==> config.mk <==
export PLATFORM = sky130hd
export DESIGN_NAME = window_gen_3x3
export DESIGN_NICKNAME = d
export VERILOG_FILES = /design/src/rtl/window_gen_3x3.sv
export SDC_FILE = /design/constraint.sdc
export NUM_CORES = 1
export LEC_CHECK = 0
export CORE_MARGIN = 10
export CORE_UTILIZATION = 38
export DETAILED_ROUTE_END_ITERATION = 10
export GPL_TIMING_DRIVEN = 0
export REMOVE_ABC_BUFFERS = 1
export SKIP_LAST_GASP = 1
export SYNTH_ARGS = -nofsm -noshare
export SYNTH_HDL_FRONTEND = slang
export SYNTH_SLANG_ARGS = --single-unit
==> constraint.sdc <==
create_clock -name clk -period 11.25 [get_ports clk]
set_input_delay 2.25 -clock clk [delete_from_list [all_inputs] [get_ports clk]]
set_output_delay 2.25 -clock clk [all_outputs]
set_load 0.02 [all_outputs]
==> src/rtl/window_gen_3x3.sv <==
// Streaming 3x3 window generator: two line buffers feed a 3x3 register window,
// and only windows lying fully inside the image are presented, one cycle after the pixel.
module window_gen_3x3 #(
    parameter int DATA_WIDHT = 32,
    parameter int IMG_WIDTH  = 8,
    parameter int IMG_HEIGHT = 8
) (
    input  logic                  clk,
    input  logic                  rst,
    input  logic [DATA_WIDHT-1:0] Data_In,
    input  logic                  Valid_In,
    output logic [DATA_WIDHT-1:0] Data_Out0,
    output logic [DATA_WIDHT-1:0] Data_Out1,
    output logic [DATA_WIDHT-1:0] Data_Out2,
    output logic [DATA_WIDHT-1:0] Data_Out3,
    output logic [DATA_WIDHT-1:0] Data_Out4,
    output logic [DATA_WIDHT-1:0] Data_Out5,
    output logic [DATA_WIDHT-1:0] Data_Out6,
    output logic [DATA_WIDHT-1:0] Data_Out7,
    output logic [DATA_WIDHT-1:0] Data_Out8,
    output logic                  Valid_Out,
    output logic                  Frame_Done
);

    localparam int CW = $clog2(IMG_WIDTH);
    localparam int RW = $clog2(IMG_HEIGHT);

    logic [CW-1:0]         col;
    logic [RW-1:0]         row;
    logic [DATA_WIDHT-1:0] lb0 [IMG_WIDTH];
    logic [DATA_WIDHT-1:0] lb1 [IMG_WIDTH];
    logic [DATA_WIDHT-1:0] win [9];
    logic [DATA_WIDHT-1:0] dout [9];
    logic                  col_last;
    logic                  row_last;
    logic                  in_window;
    logic                  win_valid;
    logic                  win_last;

    assign col_last  = (col == CW'(IMG_WIDTH - 1));
    assign row_last  = (row == RW'(IMG_HEIGHT - 1));
    assign in_window = (row >= RW'(2)) && (col >= CW'(2));

    // Line buffers carry no reset; stale contents are masked by the valid gating.
    always_ff @(posedge clk) begin
        if (Valid_In && !rst) begin
            lb1[col] <= lb0[col];
            lb0[col] <= Data_In;
        end
    end

    always_ff @(posedge clk) begin
        if (rst) begin
            col        <= '0;
            row        <= '0;
            win_valid  <= 1'b0;
            win_last   <= 1'b0;
            Valid_Out  <= 1'b0;
            Frame_Done <= 1'b0;
            for (int unsigned i = 0; i < 9; i++) begin
                win[i]  <= '0;
                dout[i] <= '0;
            end
        end else begin
            win_valid <= Valid_In && in_window;
            win_last  <= Valid_In && in_window && col_last && row_last;
            if (Valid_In) begin
                if (col_last) begin
                    col <= '0;
                    row <= row_last ? '0 : row + RW'(1);
                end else begin
                    col <= col + CW'(1);
                end
                win[0] <= win[1];
                win[1] <= win[2];
                win[2] <= lb1[col];
                win[3] <= win[4];
                win[4] <= win[5];
                win[5] <= lb0[col];
                win[6] <= win[7];
                win[7] <= win[8];
                win[8] <= Data_In;
            end
            // Second stage: snapshot the window built on the previous accepted pixel.
            Valid_Out  <= win_valid;
            Frame_Done <= win_last;
            if (win_valid) begin
                for (int unsigned i = 0; i < 9; i++) begin
                    dout[i] <= win[i];
                end
            end
        end
    end

    assign Data_Out0 = dout[0];
    assign Data_Out1 = dout[1];
    assign Data_Out2 = dout[2];
    assign Data_Out3 = dout[3];
    assign Data_Out4 = dout[4];
    assign Data_Out5 = dout[5];
    assign Data_Out6 = dout[6];
    assign Data_Out7 = dout[7];
    assign Data_Out8 = dout[8];

endmodule

Word-level counts from Yosys, hierarchy flattened
Memory sizes are Yosys's and may differ from the RTL's. A register that Yosys moved wholly into a read port is not among the register bits.
Index checks and enable logic that the tools add are counted.
{ "classes": {"reduce_logical": 7, "div_mod_pow": 0, "add_sub_neg": 2, "n_mul": 0, "n_lt_le_gt_ge": 2, "n_mux": 34, "shift": 0, "bitwise_logic": 18, "eq_ne": 2} }
{ "ops": {"columns": ["operator", "n"], "rows": [
  ["$mux 32", 18],
  ["$mux 3", 6],
  ["$or 1x1->1", 18],
  ["$mux 1", 10],
  ["$add 3x1->3 const B", 2],
  ["$eq 3x3->1 const B", 2],
  ["$ge 3x2->1 const B", 2],
  ["$logic_and 1x1->1", 5],
  ["$reduce_and 2->1", 1],
  ["$logic_not 1->1", 1]
]} }
{ "word_totals": {"elab_cells": 75, "latch_bits": 0, "regBits": 10, "n_memories": 4, "romBits": 0, "ramBits": 1088, "input_bits": 35, "out_inout_bits": 290} }
{ "memory_table": {"columns": ["memory", "depth", "width", "rd", "rd_clocked_by_memory_dff", "write_ports", "line_no", "source"], "rows": [
  ["dout", 9, 32, 9, 0, 9, "33", "logic [DATA_WIDHT-1:0] dout [9];"],
  ["win", 9, 32, 9, 0, 9, "32", "logic [DATA_WIDHT-1:0] win [9];"],
  ["lb0", 8, 32, 1, 1, 1, "30", "logic [DATA_WIDHT-1:0] lb0 [IMG_WIDTH];"],
  ["lb1", 8, 32, 1, 1, 1, "31", "logic [DATA_WIDHT-1:0] lb1 [IMG_WIDTH];"]
]} }

Depth between registers and ports, before layout
Gate-level depths: netlist of the first run.
{ "depth": {"depth_word": 5, "mapped_depth": 6, "depth_no_buf": 5} }

Worst setup path after synthesis of the first run
Ideal clock, no wire load.
{ "synth_timing": {"path_kind": "in2reg", "start": "input rst", "end": "memory lb0[0][0], enable pin", "t_required_ps": 10606, "n_path_buf": 3, "slack_ps": 1717, "t_arrival_ps": 8889, "setup_time_ps": 644, "path_stages": 5, "path_cell_list": "buf_6 nand2b_1 buf_2 clkbuf_1 nor4_1"} }
{ "synth_between": {"elab_chain_cells": 4} }
{ "synth_rtl": {"columns": ["element", "line_no", "source"], "rows": [
  ["start: declaration", "9", "input logic rst,"],
  ["$logic_not 1->1", "46", "if (Valid_In && !rst) begin"],
  ["$logic_and 1x1->1", "46", null],
  ["$mux 1", "46", null],
  ["$mux 1 (implied by the code)", "48", "lb0[col] <= Data_In;"],
  ["end: declaration", "30", null]
]} }
No other way between the ends.

Worst setup path after layout of the first run
{ "layout_timing": {"start": "input Valid_In", "end": "memory lb1[4][11], enable pin"} }
{ "layout_between": {"elab_chain_cells": 3} }
{ "layout_rtl": {"columns": ["element", "line_no", "source"], "rows": [
  ["start: declaration", "11", "input logic Valid_In,"],
  ["$logic_and 1x1->1", "46", null],
  ["$mux 1", "46", null],
  ["$mux 1 (implied by the code)", "47", "lb1[col] <= lb0[col];"],
  ["end: declaration", "31", null]
]} }
No other way between the ends.

==> results of run 1 <==
==> sequential cells by signal (all words and copies together), names as in the netlist, named ones only <==
name        flops
Frame_Done      1
Valid_Out       1
col             3
dout          288
lb0           256
lb1           256
row             3
win           288
win_last        1
win_valid       1
==> cells in the mapped netlist <==
| master | n | area share |
|---|---|---|
| a2111oi_2 | 2 | 0.00073 |
| a211oi_1 | 59 | 0.011 |
| a21oi_1 | 2 | 0.00024 |
| a311oi_1 | 1 | 0.00021 |
| and2_1 | 512 | 0.078 |
| and2b_1 | 2 | 0.00036 |
| and3_1 | 1 | 0.00015 |
| buf_1 | 2 | 0.00018 |
| buf_12 | 1 | 0.00048 |
| buf_2 | 24 | 0.0029 |
| buf_4 | 22 | 0.0040 |
| buf_6 | 8 | 0.0022 |
| buf_8 | 2 | 0.00073 |
| clkbuf_1 | 67 | 0.0061 |
| clkbuf_2 | 2 | 0.00024 |
| clkbuf_4 | 1 | 0.00018 |
| dfxtp_1 | 13 | 0.0063 |
| edfxtp_1 | 1088 | 0.79 |
| ha_1 | 6 | 0.0018 |
| inv_1 | 2 | 0.00018 |
| mux2_1 | 5 | 0.0014 |
| mux2_2 | 193 | 0.053 |
| mux2i_1 | 5 | 0.0012 |
| nand2_1 | 6 | 0.00054 |
| nand2b_1 | 4 | 0.00061 |
| nand3_1 | 1 | 0.00012 |
| nor2_1 | 13 | 0.0012 |
| nor2b_1 | 57 | 0.0086 |
| nor3_1 | 69 | 0.0084 |
| nor4_1 | 28 | 0.0042 |
| o22ai_1 | 99 | 0.015 |
| or2_1 | 1 | 0.00015 |
| or2_2 | 2 | 0.00030 |
==> final cells by class <==
| type | instances | area share |
|---|---|---|
| clock buffer | 140 | 0.0598 |
| multi-input combinational | 1068 | 0.152 |
| tap | 1403 | 0.0344 |
| sequential | 1101 | 0.645 |
| antenna | 1 | 0.0000490 |
| timing repair buffer | 411 | 0.0911 |
| inverter | 2 | 0.000147 |
| clock inverter | 72 | 0.0175 |
==> worst paths after layout <==
| path | to | slack [ns] | depth (start not counted) |
|---|---|---|---|
| worst max-delay path | lb1[4][11]$_DFFE_PP_ | 6.08 | 8 |
| worst min-delay path | Frame_Done$_SDFF_PP0_ | 0.46 | 1 |
| worst max register to register | lb1[4][16]$_DFFE_PP_ | 8.52 | 5 |
| worst min register to register | Frame_Done$_SDFF_PP0_ | 0.46 | 1 |
==> logic make-up after synthesis <==
kind of cell | Yosys count
flops | 1101
simple gates | 696
mux | 203
compound gates | 163
buf+inv | 131
fa+ha+maj | 6
==> power breakdown <==
part           total, W  internal (W)  switching [W]
sequential      0.00474       0.00469      0.0000519
clock           0.00392       0.00238        0.00153
combinational  0.000503      0.000200       0.000304
total           0.00916       0.00727        0.00189
==> metrics by stage <==
stage / TNS [ns] / power [W] / utilization / hold WS (ns) / setup WS [ns]
after global placement: -7858.24 / 0.00537 / 0.424 / 0.452 / -15.46
after CTS: 0 / 0.00928 / 0.475 / 0.455 / 6.10
after global routing: 0 / 0.00950 / 0.475 / 0.474 / 5.87
final: 0 / 0.00916 / 0.475 / 0.456 / 6.08
after floorplan: -85.44 / 0.00513 / - / 0.414 / -1.34
after detailed placement: 0 / 0.00534 / 0.439 / 0.440 / 5.30
==> layer usage <==
metal  vias up  GRT usage  routed length, um
li1       9522          -                  -
met1     10300      0.187              38100
met2       536      0.223              40800
met3       106     0.0417               6650
met4         2     0.0384               1450
met5         -          0                 13
==> results.py, run 1 <==
metrics = {
    "grt": {
        "grt_max_degree": 83,
        "grt_pass1_vias": 21900,
        "grt_pass1_wl_mm": 134,
        "track_usage": 0.141,
        "grt-ovfl-total": 0,
        "antenna_found_initial": 5,
    },
    "worst_setup_path": {
        "crit_buf_inv": 5,
        "crit_chain": "clkdlybuf4s50_1 -> nor2b_4 -> nand2_1 -> nor3_2 -> buf_6 -> buf_6 -> buf_6 -> buf_6",
        "startpoint": "Valid_In",
        "cp_common_cell": "buf_6",
        "critPathLaunchType": "input port",
        "cp.required_ns": 11.67,
        "worst_setup_path_end_kind": "flop",
        "crit_type": "in2reg",
        "crit_arrival_ns": 5.59,
        "cp_max_fo": 37,
        "crit_family": "simple AND/OR/NAND/NOR gates",
        "cpMaxStageDelayCell": "nor2b_4",
        "crit_path_max_incr_delay_ns": 0.82,
    },
    "layout": {
        "fin_area_um2": 51100,
        "drive_gt1_frac": 0.169,
        "fin_cells": 4198,
        "final_common_cell": "edfxtp_1",
        "area_growth_pct": 23.6,
        "final_cell_mix": "edfxtp_1, and2_1, clkdlybuf4s50_1",
        "fillers": 8921,
        "multiInputGateArea_um2": 7790,
        "regArea_um2": 32900,
        "nets": 2739,
    },
    "clock_tree": {
        "cts_setup_buffers": 0,
        "clk_pin_slew_ns": 0.06,
        "cts_tree": "built",
        "clock-sinks": 1101,
        "clk_latency_ns": 0.70,
        "cts-htree-levels": 3,
        "clockBufferDepth": 3,
        "numCtsBuffers": 114,
        "hold_buffers": 0,
        "cts_root_buf": "clkbuf_16",
        "ctsResizeCount": 0,
    },
    "synthesis": {
        "synth_fa_ha_area_frac": 0.00182,
        "synth_warnings": 0,
        "synthSimpleGateAreaFrac": 0.102,
        "ys_seq_elements": 1101,
        "yosys-mux-area-fraction": 0.0552,
        "netlist_instances": 2300,
        "syn-cell-area_um2": 41300,
        "synth_cell_types": 33,
        "synth-compound-area-share": 0.0269,
        "yosysSeqAreaShare": 0.797,
        "synth_area_per_cell_um2": 18.0,
        "synth_xor_area_frac": 0,
        "synth_top_family_by_area": "simple AND/OR/NAND/NOR gates",
    },
    "floorplan": {
        "row_count": 120,
        "fp.dieArea_um2": 122000,
        "num_io_pins": 325,
        "die_w_um": 350,
        "initial_utilization": 0.384,
        "core_area_um2": 108000,
        "die_h_um": 350,
    },
    "power_and_ir_drop": {
        "peakVddDrop_mv": 0.120,
        "powerDensity_nw_per_um2": 179,
        "p_leak_nw": 17.6,
    },
    "placement": {
        "dp_cells": 3985,
        "dp_hpwl_mm": 54.1,
        "gp_congestion": 0.716,
        "place_area_um2": 47100,
        "io_buffers": 324,
    },
    "routing": {
        "route.detailed.drc": 0,
        "first_pass_iters": 7,
        "drtIter0Drc": 1355,
        "vias": 20500,
        "wl_per_cell_um": 20.7,
        "route.antenna.remaining_nets": 0,
        "viasPerCell": 4.89,
        "drt-total-wl_mm": 87.0,
    },
    "timing": {
        "finalHoldViolCount": 0,
        "fin_skew_ns": 0.0206,
        "grt_setup_unrepaired": "false",
        "worstMarginPinSlew_ns": 0.955,
        "final.period_utilization": 0.459,
        "drv_slew": 0,
        "max_freq_mhz": 194,
        "relSlewSlack": 0.358,
        "timing.final.crit_period_ns": 5.17,
        "setup_viol": 0,
    },
    "hold_path": {
        "worstHoldStart": "win_last$_SDFF_PP0_",
        "hp-class": "reg2reg",
    },
    "flow_run": {
        "cap_violations": 0,
    },
    "run_status": {
        "outcome": "finished clean",
    },
}
(Power assumes the default switching activity.)
==> run 2: changes to the inputs <==
==> constraint.sdc (replaced) <==
create_clock -name clk -period 4.5 [get_ports clk]
set_input_delay 0.9 -clock clk [delete_from_list [all_inputs] [get_ports clk]]
set_output_delay 0.9 -clock clk [all_outputs]
set_load 0.02 [all_outputs]
==> results of run 2 <==
The final DEF is identical to that of run 1. Status: finished clean.
Among the figures that moved: setup slack after placement 5.30 ns -> -0.102 ns; setup slack after layout 6.08 ns -> 0.683 ns; register-to-register setup slack 8.52 ns -> 1.77 ns; total power 0.00916 W -> 0.0229 W; worst IR drop on VDD 0.120 mV -> 0.300 mV
==> run 3: changes to the inputs <==
==> constraint.sdc (replaced) <==
create_clock -name clk -period 3.25 [get_ports clk]
set_input_delay 0.65 -clock clk [delete_from_list [all_inputs] [get_ports clk]]
set_output_delay 0.65 -clock clk [all_outputs]
set_load 0.02 [all_outputs]
==> run 3 against run 2 <==
Count of clock-buffer cells in the layout stayed put. Cell count hardly changed. Global-route usage hardly changed. Setup slack worse by 0.58 ns. Die area stayed put. Clock power is 39% higher. Via count hardly changed. Largest power group unchanged. Highest routed layer unchanged.
==> results.py, run 3 (synthesis gave the netlist of run 1 again) <==
metrics = {
    "layout": {
        "final_common_cell": "edfxtp_1",
        "multiInputGateArea_um2": 7820,
        "fin_area_um2": 51100,
        "fillers": 8917,
        "drive_gt1_frac": 0.170,
        "final_cell_mix": "edfxtp_1, and2_1, clkdlybuf4s50_1",
        "nets": 2743,
        "reg.largest.list": "dout (288), win (288)",
        "area_growth_pct": 23.8,
        "regArea_um2": 32900,
    },
    "clock_tree": {
        "clockBufferDepth": 3,
        "cts_root_buf": "clkbuf_16",
        "cts-htree-levels": 3,
        "hold_buffers": 0,
        "clk_latency_ns": 0.70,
        "clk_pin_slew_ns": 0.06,
        "numCtsBuffers": 114,
        "cts_tree": "built",
        "clock-sinks": 1101,
    },
    "hold_path": {
        "hp-class": "reg2reg",
        "worstHoldStart": "win_last$_SDFF_PP0_",
    },
    "grt": {
        "grt_pass1_vias": 21900,
        "antenna_found_initial": 5,
        "grt_pass1_wl_mm": 134,
        "grt_max_degree": 83,
        "grt-ovfl-total": 0,
        "track_usage": 0.141,
    },
    "placement": {
        "io_buffers": 324,
        "place_area_um2": 47100,
        "gp_congestion": 0.716,
        "preCtsSetupSlack_ns": -1.10,
        "dp_hpwl_mm": 54.1,
    },
    "power_and_ir_drop": {
        "post-layout-total-power_w": 0.0317,
        "pwr-share-clk": 0.428,
        "p_comb_frac": 0.055,
        "seq_power_share": 0.517,
        "peakVddDrop_mv": 0.420,
        "sw_frac_of_total": 0.207,
        "p_leak_nw": 17.6,
        "p_int_w": 0.0252,
        "powerDensity_nw_per_um2": 620,
        "p_sw_w": 0.00656,
    },
    "timing": {
        "finalHoldViolCount": 0,
        "max_freq_mhz": 318,
        "drv_slew": 0,
        "fin_skew_ns": 0.0227,
        "timing.final.crit_period_ns": 3.15,
        "final.period_utilization": 0.969,
        "worst_slack_ns": 0.101,
        "setup_viol": 0,
        "grt_setup_unrepaired": "false",
        "worstMarginPinSlew_ns": 0.930,
        "finalSetupTns_ns": 0,
        "relSlewSlack": 0.380,
    },
    "routing": {
        "drtIter0Drc": 1233,
        "wl_met2_mm": 41.0,
        "drt-total-wl_mm": 87.4,
        "first_pass_iters": 5,
        "vias": 20500,
        "highest_layer": "met5",
        "route.met3.wl_mm": 6.27,
        "viasPerCell": 4.89,
        "route.antenna.remaining_nets": 0,
        "drt-met1-wl_mm": 38.7,
        "route.detailed.drc": 0,
        "wl_per_cell_um": 20.8,
    },
    "worst_setup_path": {
        "cp.depth": 7,
        "cp_max_fo": 31,
        "worst_setup_path_end_kind": "flop",
        "startpoint": "Valid_In",
        "cp_common_cell": "buf_6",
        "r2r-end": "lb1[4][16]$_DFFE_PP_",
        "cpMaxStageDelayCell": "clkdlybuf4s50_1",
        "rr_worst_depth": 5,
        "cp.required_ns": 3.65,
        "crit_buf_inv": 5,
        "crit_path_max_incr_delay_ns": 0.86,
        "critPathLaunchType": "input port",
        "crit_family": "buffers and inverters",
        "ff2ff_setup_slack_ns": 0.52,
        "crit_arrival_ns": 3.55,
        "cp-endpoint": "lb1[1][19]$_DFFE_PP_",
        "crit_type": "in2reg",
        "crit_chain": "clkdlybuf4s50_1 -> nand2b_4 -> nor3_2 -> buf_6 -> buf_4 -> buf_6 -> buf_6",
    },
    "floorplan": {
        "die_h_um": 350,
        "num_io_pins": 325,
        "initial_utilization": 0.384,
        "die_w_um": 350,
        "core_area_um2": 108000,
        "row_count": 120,
        "fp.dieArea_um2": 122000,
    },
    "run_status": {
        "outcome": "finished clean",
    },
    "flow_run": {
        "cap_violations": 0,
    },
}
==> run 3: cell count changes in the layout (fill, tap and decap cells not counted) <==
| cell | change |
|---|---|
| buf_4 | +3 |
| nor2b_2 | +1 |
| nor3_2 | -2 |
| nor3_4 | +2 |
| nor4_2 | -1 |
| nor4_4 | +1 |
==> run 3: repair_timing <==
item                                    CTS  global route
setup buffers                             1             2
resized for setup                         1             2
pin swaps                                 0             1
gates cloned                              1             0
endpoints found under the setup margin  129            18
==> run 3: per-stage QoR <==
stage                util  hold slack [ns]  cells
detailed placement  0.439            0.440   3985
floorplan               -            0.414   2171
global placement    0.424            0.452   3898
CTS                 0.475            0.455   4199
global route        0.476            0.474   4201
finish              0.476            0.456   4202
==> run 3: worst min-delay path by stage <==
| stage | end | slack, ns | cells past startpoint |
|---|---|---|---|
| after global placement | Frame_Done$_SDFF_PP0_ | 0.45 | 1 |
| after floorplan | Frame_Done$_SDFF_PP0_ | 0.41 | 1 |
| final | Frame_Done$_SDFF_PP0_ | 0.46 | 1 |
| after CTS | Frame_Done$_SDFF_PP0_ | 0.46 | 1 |
| after detailed placement | Frame_Done$_SDFF_PP0_ | 0.44 | 1 |
| after global routing | Frame_Done$_SDFF_PP0_ | 0.47 | 1 |
==> run 3: cell type report <==
cell class | count | share of cell area
diodes | 1 | 0.0000489
clock buffers | 140 | 0.0597
clock inverters | 72 | 0.0175
inverters | 2 | 0.000147
multi-input cells | 1069 | 0.153
flip-flops and latches | 1101 | 0.644
well taps | 1403 | 0.0343
repair buffers | 414 | 0.0914
==> run 3: power by group through the flow <==
stage	Clock (W)	Sequential [W]	Combinational (W)
floorplan	0	0.0169	0.000822
global placement	0	0.0169	0.00167
detailed placement	0	0.0167	0.00178
CTS	0.0139	0.0164	0.00179
global route	0.0145	0.0165	0.00190
finish	0.0136	0.0164	0.00175
==> run 3: routing by layer <==
metal / up-vias / GRT usage
met5: - / 0
met4: 2 / 0.0388
met3: 99 / 0.0414
met2: 500 / 0.224
met1: 10400 / 0.188
li1: 9533 / -
==> run 3: worst reg2reg max path, delay by kind of cell, from the launching register on <==
| family | cells | cell delay, ns |
|---|---|---|
| AO/OA/AOI/OAI | 1 | 0.10 |
| buffers and inverters | 2 | 0.66 |
| flip-flops | 1 | 0.67 |
| multiplexers | 1 | 0.31 |
| AND/OR/NAND/NOR | 1 | 0.66 |
